$ cat src/rtl/music_box_pkg.sv
// Shared state codes and widths for the music box sequencer
// and the MusicBoxState_* modules it drives.
package music_box_pkg;

  localparam int NUM_STATES = 5;
  localparam int STATE_W    = 5;

  typedef enum logic [STATE_W-1:0] {
    ST_DO_NOTHING     = 5'd0,
    ST_PLAY_SONG0     = 5'd1,
    ST_PLAY_SONG1     = 5'd2,
    ST_RECORD_SONG    = 5'd3,
    ST_PLAY_RECORDING = 5'd4
  } state_t;

endpackage

$ cat src/rtl/music_box_sync_edge.sv
// Multi-flop synchronizer with registered level and rising-edge outputs.
// Both outputs sit one flop past the synchronizer chain.
module music_box_sync_edge #(
  parameter int unsigned WIDTH       = 1,
  parameter int unsigned SYNC_STAGES = 2
) (
  input  logic             clk_i,
  input  logic             rst_i,
  input  logic [WIDTH-1:0] din_i,
  output logic [WIDTH-1:0] level,
  output logic [WIDTH-1:0] rise
);

  logic [SYNC_STAGES-1:0][WIDTH-1:0] sync_q;
  logic [WIDTH-1:0]                  prev_q;
  logic [WIDTH-1:0]                  rise_q;

  always_ff @(posedge clk_i) begin
    if (rst_i) begin
      sync_q <= '0;
      prev_q <= '0;
      rise_q <= '0;
    end else begin
      sync_q <= {sync_q[SYNC_STAGES-2:0], din_i};
      prev_q <= sync_q[SYNC_STAGES-1];
      rise_q <= sync_q[SYNC_STAGES-1] & ~prev_q;
    end
  end

  assign level = prev_q;
  assign rise  = rise_q;

endmodule

$ cat src/rtl/music_box_state_controller.sv
// Central sequencer: picks an activity from the buttons, waits for its
// owner to complete, abort or time out, then returns to DoNothing.
module music_box_state_controller
  import music_box_pkg::*;
#(
  parameter int unsigned NUM_BUTTONS    = 4,
  parameter int unsigned SYNC_STAGES    = 2,
  parameter int unsigned TIMEOUT_CYCLES = 500_000_000
) (
  input  logic                   clock_50Mhz,
  input  logic                   reset,
  input  logic [NUM_BUTTONS-1:0] buttonPress,
  input  logic [4:0]             stateComplete,
  output logic [4:0]             currentState,
  output logic                   stateChangeStrobe,
  output logic                   timeoutFlag,
  output logic [31:0]            debugString
);

  localparam int unsigned WD_W = $clog2(TIMEOUT_CYCLES);
  localparam logic [WD_W-1:0] WD_LAST = WD_W'(TIMEOUT_CYCLES - 1);

  logic [NUM_BUTTONS-1:0] btn_level;
  logic [NUM_BUTTONS-1:0] btn_rise;
  logic [4:0]             cmp_level;
  logic [4:0]             cmp_rise;

  music_box_sync_edge #(
    .WIDTH       (NUM_BUTTONS),
    .SYNC_STAGES (SYNC_STAGES)
  ) u_btn_sync (
    .clk_i (clock_50Mhz),
    .rst_i (reset),
    .din_i (buttonPress),
    .level (btn_level),
    .rise  (btn_rise)
  );

  music_box_sync_edge #(
    .WIDTH       (5),
    .SYNC_STAGES (SYNC_STAGES)
  ) u_cmp_sync (
    .clk_i (clock_50Mhz),
    .rst_i (reset),
    .din_i (stateComplete),
    .level (cmp_level),
    .rise  (cmp_rise)
  );

  logic unused_sync;
  assign unused_sync = ^{btn_level, cmp_rise, cmp_level[0]};

  state_t            state_q;
  logic              armed_q;
  logic              timeout_q;
  logic              strobe_q;
  logic [WD_W-1:0]   wd_q;

  logic              btn_any;
  logic [STATE_W-1:0] btn_state;
  logic [31:0]       btn_ext;
  logic [31:0]       cmp_ext;
  logic              btn_own;
  logic              cmp_cur;

  // Descending scan so the lowest-index rising button wins.
  always_comb begin
    btn_state = '0;
    for (int k = NUM_BUTTONS - 1; k >= 0; k--) begin
      if (btn_rise[k]) btn_state = STATE_W'(k + 1);
    end
  end

  assign btn_any = |btn_rise;
  assign btn_ext = 32'({btn_rise, 1'b0});
  assign cmp_ext = 32'(cmp_level);
  assign btn_own = btn_ext[state_q];
  assign cmp_cur = cmp_ext[state_q];

  always_ff @(posedge clock_50Mhz) begin
    if (reset) begin
      state_q   <= ST_DO_NOTHING;
      armed_q   <= 1'b0;
      timeout_q <= 1'b0;
      strobe_q  <= 1'b0;
      wd_q      <= '0;
    end else begin
      strobe_q <= 1'b0;
      case (state_q)
        ST_DO_NOTHING: begin
          if (btn_any) begin
            state_q   <= state_t'(btn_state);
            armed_q   <= 1'b0;
            timeout_q <= 1'b0;
            wd_q      <= '0;
            strobe_q  <= 1'b1;
          end
        end
        ST_PLAY_SONG0,
        ST_PLAY_SONG1,
        ST_RECORD_SONG,
        ST_PLAY_RECORDING: begin
          if (!armed_q && !cmp_cur) armed_q <= 1'b1;
          if (wd_q != '1) wd_q <= wd_q + 1'b1;
          if (armed_q && cmp_cur) begin
            state_q  <= ST_DO_NOTHING;
            strobe_q <= 1'b1;
          end else if (btn_own) begin
            state_q  <= ST_DO_NOTHING;
            strobe_q <= 1'b1;
          end else if (wd_q == WD_LAST) begin
            state_q   <= ST_DO_NOTHING;
            timeout_q <= 1'b1;
            strobe_q  <= 1'b1;
          end
        end
        default: begin
          state_q  <= ST_DO_NOTHING;
          strobe_q <= 1'b1;
        end
      endcase
    end
  end

  assign currentState      = state_q;
  assign stateChangeStrobe = strobe_q;
  assign timeoutFlag       = timeout_q;
  assign debugString       = {state_q, armed_q, timeout_q, 25'(wd_q)};

endmodule

$ cat config.mk
export PLATFORM = sky130hd
export DESIGN_NAME = music_box_state_controller
export DESIGN_NICKNAME = d
export VERILOG_FILES = /design/src/rtl/music_box_pkg.sv /design/src/rtl/music_box_sync_edge.sv /design/src/rtl/music_box_state_controller.sv
export SDC_FILE = /design/constraint.sdc
export NUM_CORES = 1
export LEC_CHECK = 0
export BUFFER_PORTS_ARGS = -buffer_cell sky130_fd_sc_hd__buf_4
export CAP_MARGIN = 15
export CELL_PAD_IN_SITES_DETAIL_PLACEMENT = 0
export CELL_PAD_IN_SITES_GLOBAL_PLACEMENT = 1
export CORE_ASPECT_RATIO = 1.75
export CORE_UTILIZATION = 38
export DETAILED_ROUTE_END_ITERATION = 16
export PLACE_DENSITY = 0.81
export SLEW_MARGIN = 15
export SYNTH_ARGS = -nofsm -noshare
export SYNTH_HDL_FRONTEND = slang
export SYNTH_SLANG_ARGS = --single-unit
export TNS_END_PERCENT = 50
$ cat constraint.sdc
create_clock -name clock_50Mhz -period 1.82 [get_ports clock_50Mhz]
set_input_delay 0.273 -clock clock_50Mhz [delete_from_list [all_inputs] [get_ports clock_50Mhz]]
set_output_delay 0.273 -clock clock_50Mhz [all_outputs]
set_load 0.05 [all_outputs]
==> metrics.md, run 1 <==
| Metric | Value |
|---|---|
| Clock-pin slew of the registers on the worst-case setup and hold paths | `0.05 ns` |
| Initial DRT Pass Iterations | `4` |
| Dpl cell area | `3725 um2` |
| Remaining DRCs | `0` |
| Initial antenna violation count | `0` |
| Status | `finished, violations left` |
| Final Skew | `0.007667 ns` |
| Top post-synthesis cells by area | `dfxtp_1 (43%), buf_4 (8.3%), nor2b_1 (6.3%)` |
| Die X | `70.04 um` |
| Port Buffer Count | `45` |
| Hold crit path type | `input port to flop` |
| Synth Instances | `345` |
| Slowest-stage cell, CP | `dfxtp_1` |
| Final setup vio count | `15` |
| Worst skew pair latency | `0.33 ns` |
| Violated checks | `negative setup slack` |
| Post-synth top area share | `42.93%` |
| Final Instance Area | `4333 um2` |
| Leakage | `1.799 nW` |
| CTS buffer count | `9` |
| Slew Limit Fails | `0` |
| Via count | `2,873` |
| Element type at the critical path start | `flop` |
| Pwr/cell area | `841.8 nW/um2` |
| CP peak stage delay | `0.38 ns` |
| CTS sink cnt | `66` |
| Most common cell in the synthesized netlist | `dfxtp_1` |
| Seq cells post-synth | `66` |
| GP Congestion | `0.8877` |
| Reg2Reg Setup Slack | `-0.08 ns` |
| Synth warnings | `0` |
| Crit-path cells | `nand4_1 > buf_4 > nor4_4 > nand3_2 > buf_4 > or3_1 > a21oi_1` |
| Async S/R FF share, synth | `0%` |
| Share of layout cells above drive strength 1 | `44.37%` |
| Layout area overhead | `40.77%` |
| Synthesized area per cell | `8.922 um2` |
| Tmin final | `1.899 ns` |
| Kind of end point of the critical path | `flop` |
| Core area | `7909 um2` |
| Vias per cell | `5.472` |
| VDD IR-drop max | `0.0007236 V` |
| Row cnt | `43` |
| CTS tree | `built` |
| Placement Setup Slack | `-0.09718 ns` |
| WL/cell | `16.12 um` |
| Most used cell, CP | `buf_4` |
| Htree depth | `3` |
| Critical path arrival | `2.16 ns` |
| Commonest cells post-synth | `dfxtp_1 (66), buf_4 (34), nor2b_1 (31)` |
| Cell taking the most area after synthesis | `dfxtp_1` |
| Cell variety after synth | `44` |
| Antenna Diode Count | `0` |
| Largest net degree at the start of global routing | `36` |
| Fill cells | `715` |
| Post-synth EDFFs | `0` |
| Worst setup margin | `-0.07896 ns` |
| Bufs on Longest Clock Path | `2` |
| RSZ-0062 raised after global routing | `true` |
| Critical path data required time | `2.08 ns` |
| NumNets Final | `442` |
| Crit Path Category | `flop to flop` |
| Main flop type after synthesis | `dfxtp_1` |
| CTS Root Cell | `clkbuf_16` |
| Vias in the first global route | `2,690` |
| DRT Wirelength | `8461 um` |
| Starting DRT DRC Count | `174` |
| Total grt overflow | `0` |
| Final core occ | `54.79%` |
| DP HPWL | `5545 um` |
| Hold Vio Cnt, Final | `0` |
| Sequential-to-total area share from yosys stat | `42.93%` |
| Io pins | `50` |
| Die height | `121.1 um` |
| Peak Freq | `526.6 MHz` |
| Gr usage total | `19.02%` |
| DIE AREA | `8478 um2` |
| Routed Antenna Nets | `0` |
| First-pass GRT wire length | `12,430 um` |
| Mapped Area | `3078 um2` |
| Crit path max fanout | `3` |
| Crit share post-route | `104.3%` |
| Max-cap violations | `0` |
| Starting Density | `38.92%` |
==> report_power, final <==
| part | switching [mW] | internal [mW] | total (mW) |
|---|---|---|---|
| logic | 0.242 | 0.169 | 0.411 |
| clock network | 0.608 | 1.13 | 1.73 |
| registers | 0.0172 | 1.49 | 1.50 |
==> cell usage in the layout (no fill, tap or decap), drive strengths merged, types with 9 or more instances in the layout <==
| master | netlist | routed |
|---|---|---|
| clkbuf | 11 | 11 |
| nand4 | 12 | 12 |
| buf | 41 | 121 |
| nor2 | 14 | 14 |
| or4 | 16 | 16 |
| o21ai | 11 | 11 |
| nor4 | 9 | 9 |
| nor2b | 31 | 31 |
| nand2 | 19 | 19 |
| nand3 | 15 | 15 |
| a21oi | 21 | 21 |
| dfxtp | 66 | 66 |
==> layout make-up <==
cell class                 instances  area, um2  area share (%)
multi-input combinational        229       1612           37.19
sequential                        66       1340           30.93
clock inverter                     5      52.55           1.213
tap                               90      112.6           2.599
inverter                           3      11.26          0.2599
clock buffer                      11      252.7           5.833
timing repair buffer             121      952.2           21.98
==> worst max-delay path, delay by kind of cell, from the launching register on <==
kind | cells | cell delay, ns
and+or+nand+nor | 4 | 0.96
DFF | 1 | 0.38
buffers and inverters | 2 | 0.34
AOI/OAI and AO/OA | 1 | 0.15
==> flip-flops by register name, indices dropped and copies added, names as in the netlist, 3 cells and up <==
name / cells
wd_q: 29
u_cmp_sync.sync_q: 10
u_btn_sync.sync_q: 8
u_cmp_sync.level: 5
u_btn_sync.level: 4
u_btn_sync.rise: 4
currentState: 3
==> repair_timing <==
action	in CTS	in global routing
endpoints found under the setup margin	25	33
buffers inserted	0	7
cloned	1	2
resized for setup	17	42
hold buffers	0	0
pin swaps	4	12
==> metrics by stage <==
step / setup TNS [ns] / power [mW] / hold slack [ns] / std cells
global placement: -0.3572 / 1.892 / 0.3710 / 499
floorplan: -4.706 / 1.779 / 0.3674 / 348
detailed placement: -0.6666 / 1.898 / 0.3720 / 499
CTS: -0.2195 / 3.637 / 0.1512 / 516
global route: -1.878 / 3.763 / 0.1553 / 525
finish: -0.6025 / 3.648 / 0.1578 / 525
==> final timing paths <==
kind	start	to	cells past startpoint
max	wd_q[9]$_SDFFE_PP0P_	wd_q[20]$_SDFFE_PP0P_	7
min	buttonPress[2]	u_btn_sync.sync_q[2]$_SDFF_PP0_	2
max reg2reg	wd_q[9]$_SDFFE_PP0P_	wd_q[20]$_SDFFE_PP0P_	7
min reg2reg	u_btn_sync.level[3]$_SDFF_PP0_	u_btn_sync.rise[3]$_SDFF_PP0_	1
==> kinds of logic after synthesis <==
kind of cell	count (synthesis)	synth area share, %
other cells	1	0.1218
flops	66	42.93
mux	4	1.707
xor+xnor	3	0.8538
fa+ha+maj	1	0.4064
buf+inv	55	11.75
simple gates	151	28.98
compound gates	64	13.25
==> per-layer routing <==
layer	global-route usage (%)	vias to the layer above	part of all wire, %
met5	0	-	0
met4	12.00	0	4.0
met3	3.239	22	3.0
met2	36.60	69	57
met1	18.13	1380	36
li1	-	1402	-
Note: power is estimated with default switching activity, not from simulation.
==> inputs of run 2 (changes only) <==
--- a/config.mk
+++ b/config.mk
@@ -5,14 +5,15 @@
 export SDC_FILE = /design/constraint.sdc
 export NUM_CORES = 1
 export LEC_CHECK = 0
+export ABC_AREA = 1
 export BUFFER_PORTS_ARGS = -buffer_cell sky130_fd_sc_hd__buf_4
 export CAP_MARGIN = 15
 export CELL_PAD_IN_SITES_DETAIL_PLACEMENT = 0
 export CELL_PAD_IN_SITES_GLOBAL_PLACEMENT = 1
 export CORE_ASPECT_RATIO = 1.75
-export CORE_UTILIZATION = 38
+export CORE_UTILIZATION = 40
 export DETAILED_ROUTE_END_ITERATION = 16
-export PLACE_DENSITY = 0.81
+export PLACE_DENSITY = 0.85
 export SLEW_MARGIN = 15
 export SYNTH_ARGS = -nofsm -noshare
 export SYNTH_HDL_FRONTEND = slang
==> constraint.sdc (replaced) <==
create_clock -name clock_50Mhz -period 1.9 [get_ports clock_50Mhz]
set_input_delay 0.285 -clock clock_50Mhz [delete_from_list [all_inputs] [get_ports clock_50Mhz]]
set_output_delay 0.285 -clock clock_50Mhz [all_outputs]
set_load 0.05 [all_outputs]
==> metrics.md, run 2 <==
| Metric | Value |
|---|---|
| Status | `finished clean` |
| Start of the worst register-to-register path | `wd_q[1]$_SDFFE_PP0P_` |
| Layout area overhead | `24.19%` |
| Vias in the first global route | `3,069 (+14%)` |
| Worst setup margin | `0.1181 ns (+0.1971 ns)` |
| Main flop type after synthesis | `dfxtp_1` |
| Largest net degree at the start of global routing | `48 (+33%)` |
| Clock power frac | `43.6% (-3.9 points)` |
| CTS tree | `built` |
| Comb power frac | `24.5% (+13 points)` |
| Hold crit path type | `input port to flop` |
| Sequential-to-total area share from yosys stat | `37.96% (-5.0 points)` |
| Cell variety after synth | `30 (-32%)` |
| DP HPWL | `7044 um (+27%)` |
| Via count | `3,302 (+15%)` |
| Max reg flops | `29 (unchanged)` |
| Final Skew | `0.007007 ns (-0.0006596 ns)` |
| Total grt overflow | `0 (unchanged)` |
| Core area | `8368 um2 (+5.8%)` |
| Int Pwr | `3.285 mW (+18%)` |
| Initial antenna violation count | `0 (unchanged)` |
| Peak Freq | `561.2 MHz (+6.6%)` |
| Hold Vio Cnt, Final | `0 (unchanged)` |
| Sw frac | `30.07% (+6.3 points)` |
| Pwr/cell area | `1087 nW/um2 (+29%)` |
| Io pins | `50 (unchanged)` |
| Slew Limit Fails | `0 (unchanged)` |
| First-pass GRT wire length | `14,460 um (+16%)` |
| Post-synth top area share | `37.96% (-5.0 points)` |
| Starting Density | `41.60% (+2.7 points)` |
| Die X | `72.52 um (+3.5%)` |
| Top post-synthesis cells by area | `dfxtp_1 (38%), nand2_1 (11%), nor2_1 (11%)` |
| DIE AREA | `9094 um2 (+7.3%)` |
| VDD IR-drop max | `0.0007238 V (about the same)` |
| Max-cap violations | `0 (unchanged)` |
| Cell taking the most area after synthesis | `dfxtp_1` |
| Final setup vio count | `0 (-15)` |
| Commonest non-fill, non-tap cell in the layout | `nand2_1` |
| NumNets Final | `586 (+33%)` |
| Final std cells w/o fill | `694 (+32%)` |
| Placed cells | `671 (+34%)` |
| Commonest cells post-synth | `nand2_1 (100), nor2_1 (98), inv_1 (81)` |
| Most flop-heavy register | `wd_q` |
| Initial DRT Pass Iterations | `5 (+1)` |
| Die height | `125.4 um (+3.6%)` |
| Critical path data required time | `2.18 ns (+0.10 ns)` |
| Crit Path Category | `flop to flop` |
| Critical path arrival | `2.06 ns (-0.10 ns)` |
| CTS sink cnt | `66 (unchanged)` |
| Tmin final | `1.782 ns (-0.1171 ns)` |
| CTS Root Cell | `clkbuf_16` |
| Leakage | `1.837 nW (+2.2%)` |
| Mapped Area | `3481 um2 (+13%)` |
| Kind of end point of the critical path | `flop` |
| Async S/R FF share, synth | `0% (unchanged)` |
| Element type at the critical path start | `flop` |
| Post-synth EDFFs | `0 (unchanged)` |
| Share of power burned in registers | `31.9% (-9.3 points)` |
| CTS buffer count | `9 (unchanged)` |
| Total Power | `4.698 mW (+29%)` |
| DRT Wirelength | `9235 um (+9.1%)` |
| Critical Path Source | `wd_q[1]$_SDFFE_PP0P_` |
| Vias per cell | `4.758 (-13%)` |
| Clock-pin slew of the registers on the worst-case setup and hold paths | `0.05 ns (about the same)` |
| Largest regs | `wd_q x29, u_cmp_sync.sync_q x10, u_btn_sync.sync_q x8` |
| Row cnt | `44 (+2.3%)` |
| Crit path max fanout | `7 (+4)` |
| RSZ-0062 raised after global routing | `true` |
| Most common cell in the synthesized netlist | `nand2_1` |
| Synth warnings | `0 (unchanged)` |
| Placement Setup Slack | `0.04355 ns (+0.1407 ns)` |
| Port Buffer Count | `45 (unchanged)` |
| Routed Antenna Nets | `0 (unchanged)` |
| Hold Buf Count CTS | `0 (unchanged)` |
| Crit share post-route | `93.78% (-11 points)` |
| GP Congestion | `0.8880 (about the same)` |
| Synth Instances | `530 (+54%)` |
| Synthesized area per cell | `6.568 um2 (-26%)` |
| Share of layout cells above drive strength 1 | `21.42% (-23 points)` |
| Worst skew pair latency | `0.34 ns (about the same)` |
| Antenna Diode Count | `0 (unchanged)` |
| P_sw | `1.413 mW (+63%)` |
| Remaining DRCs | `0 (unchanged)` |
| Htree depth | `3 (unchanged)` |
| WL/cell | `13.31 um (-17%)` |
| Fill cells | `883 (+23%)` |
| Starting DRT DRC Count | `113 (-35%)` |
| Reg2Reg Setup Slack | `0.12 ns (+0.20 ns)` |
| Commonest cells after routing, fill and taps aside | `nand2_1 (100), nor2_1 (94), inv_1 (81), buf_4 (75), dfxtp_1 (62)` |
| Bufs on Longest Clock Path | `2 (unchanged)` |
| Worst hold start | `buttonPress[1]` |
| Gr usage total | `21.65% (+2.6 points)` |
| WHS | `0.1461 ns (-0.01167 ns)` |
| Seq cells post-synth | `66 (unchanged)` |
run 2: cell types whose count changed after synthesis, moves of 7 or more:
| cell | previous run | this run |
|---|---|---|
| inv_1 | 3 | 81 |
| nor4_1 | 8 | 1 |
| nor2_2 | 0 | 8 |
| nand2_1 | 19 | 100 |
| nand3_1 | 15 | 34 |
| nor2_1 | 14 | 98 |
| or4_1 | 16 | 0 |
| nor3_1 | 7 | 24 |
| nor2b_1 | 31 | 0 |
| o211ai_1 | 7 | 0 |
run 2: cell families after synthesis:
kind of cell               count (synthesis)  synth area share [%]
and+or+nand+nor                          291                 37.02
DFF                                       66                 37.96
xor gates and xnor gates                   1                0.2517
adders and majority gates                  1                0.3594
buffers and inverters                    131                 18.51
AOI/OAI and AO/OA                         39                 5.787
other                                      1                0.1077
run 2: metal layers:
metal | wire length [um] | track usage [%]
met1 | 3262 | 20.06
met2 | 5050 | 38.87
met3 | 353 | 5.721
met4 | 568 | 16.26
met5 | 0 | 0
run 2: through the flow:
stage | instance area (um2) | setup TNS (ns) | util, %
2_1_floorplan | 3492 | 0 | -
3_3_place_gp | 3845 | 0 | 45.95
3_5_place_dp | 3845 | 0 | 45.95
4_1_cts | 4213 | 0 | 50.34
5_1_grt | 4323 | -0.05814 | 51.66
6_report | 4323 | 0 | 51.66
run 2: worst max-delay path, cell delays in order, from the launching register on:
cell and delay (ns):
dfxtp_2 0.36, ha_2 0.21, nand3_2 0.13, nor2_4 0.15
buf_4 0.16, nand2_1 0.07, nor2_2 0.14, nor2_1 0.06
nand3_1 0.13, nand2_1 0.12, nand2_1 0.08, nand2_1 0.05
nor2_1 0.08
run 2: cell type report:
cell class                      count  area [um2]  share of cell area [%]
Multi-Input combinational cell    337        1584                   36.64
Timing Repair Buffer               76       583.1                   13.49
Sequential cell                    66        1326                   30.68
Clock inverter                      5       125.1                   2.894
Inverter                           84       317.8                   7.352
Clock buffer                       11       242.7                   5.615
Tap cell                          115       143.9                   3.329
run 2: repair_timing:
| action | CTS | global route |
|---|---|---|
| buffers inserted | 0 | 6 |
| endpoints found under the setup margin | 0 | 29 |
| gates resized for setup | 0 | 16 |
run 2: worst paths after layout:
check	endpoint	cells after the start
max reg2reg	currentState[0]$_SDFFE_PP0P_	12
max	currentState[0]$_SDFFE_PP0P_	12
min	u_btn_sync.sync_q[1]$_SDFF_PP0_	3
min reg2reg	u_btn_sync.rise[2]$_SDFF_PP0_	1
run 2: power by group through the flow:
stage	logic, mW	registers, mW	clock network, mW
final	1.15	1.50	2.05
after global routing	1.24	1.50	2.15
after CTS	1.05	1.49	2.08
after detailed placement	1.04	1.52	0
after global placement	1.03	1.52	0
after floorplan	0.677	1.61	0
==> inputs of run 3 (changes only) <==
--- a/config.mk
+++ b/config.mk
@@ -10,7 +10,6 @@
 export CAP_MARGIN = 15
 export CELL_PAD_IN_SITES_DETAIL_PLACEMENT = 0
 export CELL_PAD_IN_SITES_GLOBAL_PLACEMENT = 1
-export CORE_ASPECT_RATIO = 1.75
 export CORE_UTILIZATION = 40
 export DETAILED_ROUTE_END_ITERATION = 16
 export PLACE_DENSITY = 0.85
==> metrics.md, run 3 (synthesis gave the netlist of run 2 again) <==
| Metric | Value |
|---|---|
| Placement Setup Slack | `0.06239 ns (+0.01884 ns)` |
| Vias per cell | `4.670 (-1.9%)` |
| Worst Hold Depth | `3 (unchanged)` |
| Worst reg2reg path depth | `12 (unchanged)` |
| Commonest non-fill, non-tap cell in the layout | `nand2_1` |
| R2r endpoint | `wd_q[25]$_SDFFE_PP0P_` |
| Pwr/cell area | `933.0 nW/um2 (-14%)` |
| CTS tree | `built` |
| Least-Margin Pin Slew | `0.5101 ns` |
| Clock power frac | `33.2% (-10 points)` |
| Final Skew | `0.01235 ns (+0.005341 ns)` |
| M2 GR Usage | `28.87% (-10 points)` |
| Int Pwr | `2.381 mW (-28%)` |
| Bufs on Longest Clock Path | `2 (unchanged)` |
| Starting Density | `41.94% (+0.34 points)` |
| Setup Fix Bufs, Post-CTS | `0 (unchanged)` |
| Status | `finished clean` |
| Most Crowded Layer GR | `met2` |
| Port Buffer Count | `45 (unchanged)` |
| Fill cells | `872 (-1.2%)` |
| Via count | `3,110 (-5.8%)` |
| NumNets Final | `568 (-3.1%)` |
| Layout area overhead | `15.31%` |
| CTS buffer count | `9 (unchanged)` |
| Most flop-heavy register | `wd_q` |
| Final std cells w/o fill | `666 (-4.0%)` |
| Max-cap violations | `0 (unchanged)` |
| Vias in the first global route | `2,776 (-9.5%)` |
| Crit share post-route | `92.92% (-0.86 points)` |
| Antenna Diode Count | `0 (unchanged)` |
| DRT Wirelength | `7925 um (-14%)` |
| Critical Path Source | `wd_q[6]$_SDFFE_PP0P_` |
| Sw frac | `36.42% (+6.3 points)` |
| Register area | `1331 um2 (+0.38%)` |
| Die X | `95.29 um (+31%)` |
| Critical path data required time | `2.13 ns (-0.05 ns)` |
| GP Congestion | `0.9523 (+7.2%)` |
| Final setup vio count | `0 (unchanged)` |
| Worst skew pair latency | `0.35 ns (about the same)` |
| Hold path endpoint | `u_btn_sync.sync_q[3]$_SDFF_PP0_` |
| DP HPWL | `5801 um (-18%)` |
| DIE AREA | `9079 um2 (-0.16%)` |
| Core area | `8299 um2 (-0.82%)` |
| Crit Path Category | `flop to flop` |
| Io pins | `50 (unchanged)` |
| Hold Buf Count CTS | `0 (unchanged)` |
| Starting DRT DRC Count | `241 (+110%)` |
| VDD IR-drop max | `0.0003674 V (-49%)` |
| Row cnt | `33 (-25%)` |
| Commonest cells after routing, fill and taps aside | `nand2_1 (100), nor2_1 (97), inv_1 (81), dfxtp_1 (60), buf_4 (57)` |
| Remaining DRCs | `0 (unchanged)` |
| Largest regs | `wd_q x29, u_cmp_sync.sync_q x10, u_btn_sync.sync_q x8` |
| Element type at the critical path start | `flop` |
| Share of power burned in registers | `40.5% (+8.6 points)` |
| Largest net degree at the start of global routing | `48 (unchanged)` |
| Tmin final | `1.766 ns (-0.01630 ns)` |
| CTS sink cnt | `66 (unchanged)` |
| Htree depth | `3 (unchanged)` |
| CTS Root Cell | `clkbuf_8` |
| First-pass GRT wire length | `13,020 um (-9.9%)` |
| Reg2Reg Setup Slack | `0.13 ns (+0.02 ns)` |
| Worst hold start | `buttonPress[3]` |
| Peak Freq | `566.4 MHz (+0.92%)` |
| Routed Antenna Nets | `0 (unchanged)` |
| Start of the worst register-to-register path | `wd_q[6]$_SDFFE_PP0P_` |
| Gr usage total | `19.10% (-2.6 points)` |
| Comb power frac | `26.2% (+1.7 points)` |
| M3 GR Usage | `4.226% (-1.5 points)` |
| Crit path max fanout | `16 (+9)` |
| Placed cells | `650 (-3.1%)` |
| WL/cell | `11.90 um (-11%)` |
| Die height | `95.29 um (-24%)` |
| Hold crit path type | `input port to flop` |
| Max reg flops | `29 (unchanged)` |
| Initial antenna violation count | `0 (unchanged)` |
| Total Power | `3.745 mW (-20%)` |
| Initial DRT Pass Iterations | `5 (unchanged)` |
| Share of layout cells above drive strength 1 | `19.25% (-2.2 points)` |
| P_sw | `1.364 mW (-3.4%)` |
| Critical path arrival | `1.99 ns (-0.07 ns)` |
| WHS | `0.1302 ns (-0.01591 ns)` |
| Hold Vio Cnt, Final | `0 (unchanged)` |
| Clock-pin slew of the registers on the worst-case setup and hold paths | `0.08 ns (+0.03 ns)` |
| Total grt overflow | `0 (unchanged)` |
| Routing usage on met1 | `25.80% (+5.7 points)` |
| # resized after CTS | `0 (unchanged)` |
| Relative slew margins | `65.99%` |
| Leakage | `1.672 nW (-9.0%)` |
| Slew Limit Fails | `0 (unchanged)` |
| Kind of end point of the critical path | `flop` |
| Final core occ | `48.36% (-3.3 points)` |
| Worst setup margin | `0.1344 ns (+0.01630 ns)` |
| Area occupied by multi-input gates | `1560 um2 (-1.5%)` |
-- run 3: worst max-delay path by stage --
stage | endpoint | slack, ns | depth (start not counted)
global placement | wd_q[21]$_SDFFE_PP0P_ | 0.10 | 10
floorplan | wd_q[25]$_SDFFE_PP0P_ | 0.004 | 10
global route | wd_q[6]$_SDFFE_PP0P_ | -0.007 | 12
detailed placement | currentState[0]$_SDFFE_PP0P_ | 0.06 | 12
CTS | currentState[0]$_SDFFE_PP0P_ | 0.04 | 12
finish | wd_q[25]$_SDFFE_PP0P_ | 0.13 | 12
-- run 3: worst max-delay path: stages, from the launching register on --
cell and delay [ns]:
dfxtp_1 0.36, nand2_1 0.15, inv_1 0.10, nand2_2 0.09, nor2_4 0.16, nand2_2 0.08
nor2_2 0.12, nand3_2 0.10, nand2_4 0.11, buf_12 0.14, nor2_1 0.06, nor2_1 0.12
nor2_2 0.04
-- run 3: area by class of cell --
class	count	area share, %
sequential	66	33.17
clock buffer	9	3.086
tap	105	3.273
multi-input combinational	336	38.87
timing repair buffer	59	11.66
inverter	84	7.918
clock inverter	7	2.026
-- run 3: routing by layer --
metal	part of all wire [%]	vias to the layer above	wire length (um)
met5	0	-	0
met4	1.6	0	128
met3	5.3	11	421
met2	44	80	3487
met1	49	1364	3888
li1	-	1655	-
-- run 3: metrics by stage --
stage	TNS (ns)	instance area, um2
global placement	0	3762
finish	0	4014
global route	-0.009101	4014
detailed placement	0	3762
floorplan	0	3492
CTS	0	3968
-- run 3: power by group through the flow --
stage / sequential (mW) / combinational, mW / clock, mW
detailed placement: 1.54 / 0.975 / 0
global placement: 1.54 / 0.969 / 0
global route: 1.53 / 1.08 / 1.36
finish: 1.52 / 0.982 / 1.24
floorplan: 1.61 / 0.677 / 0
CTS: 1.51 / 0.977 / 1.28
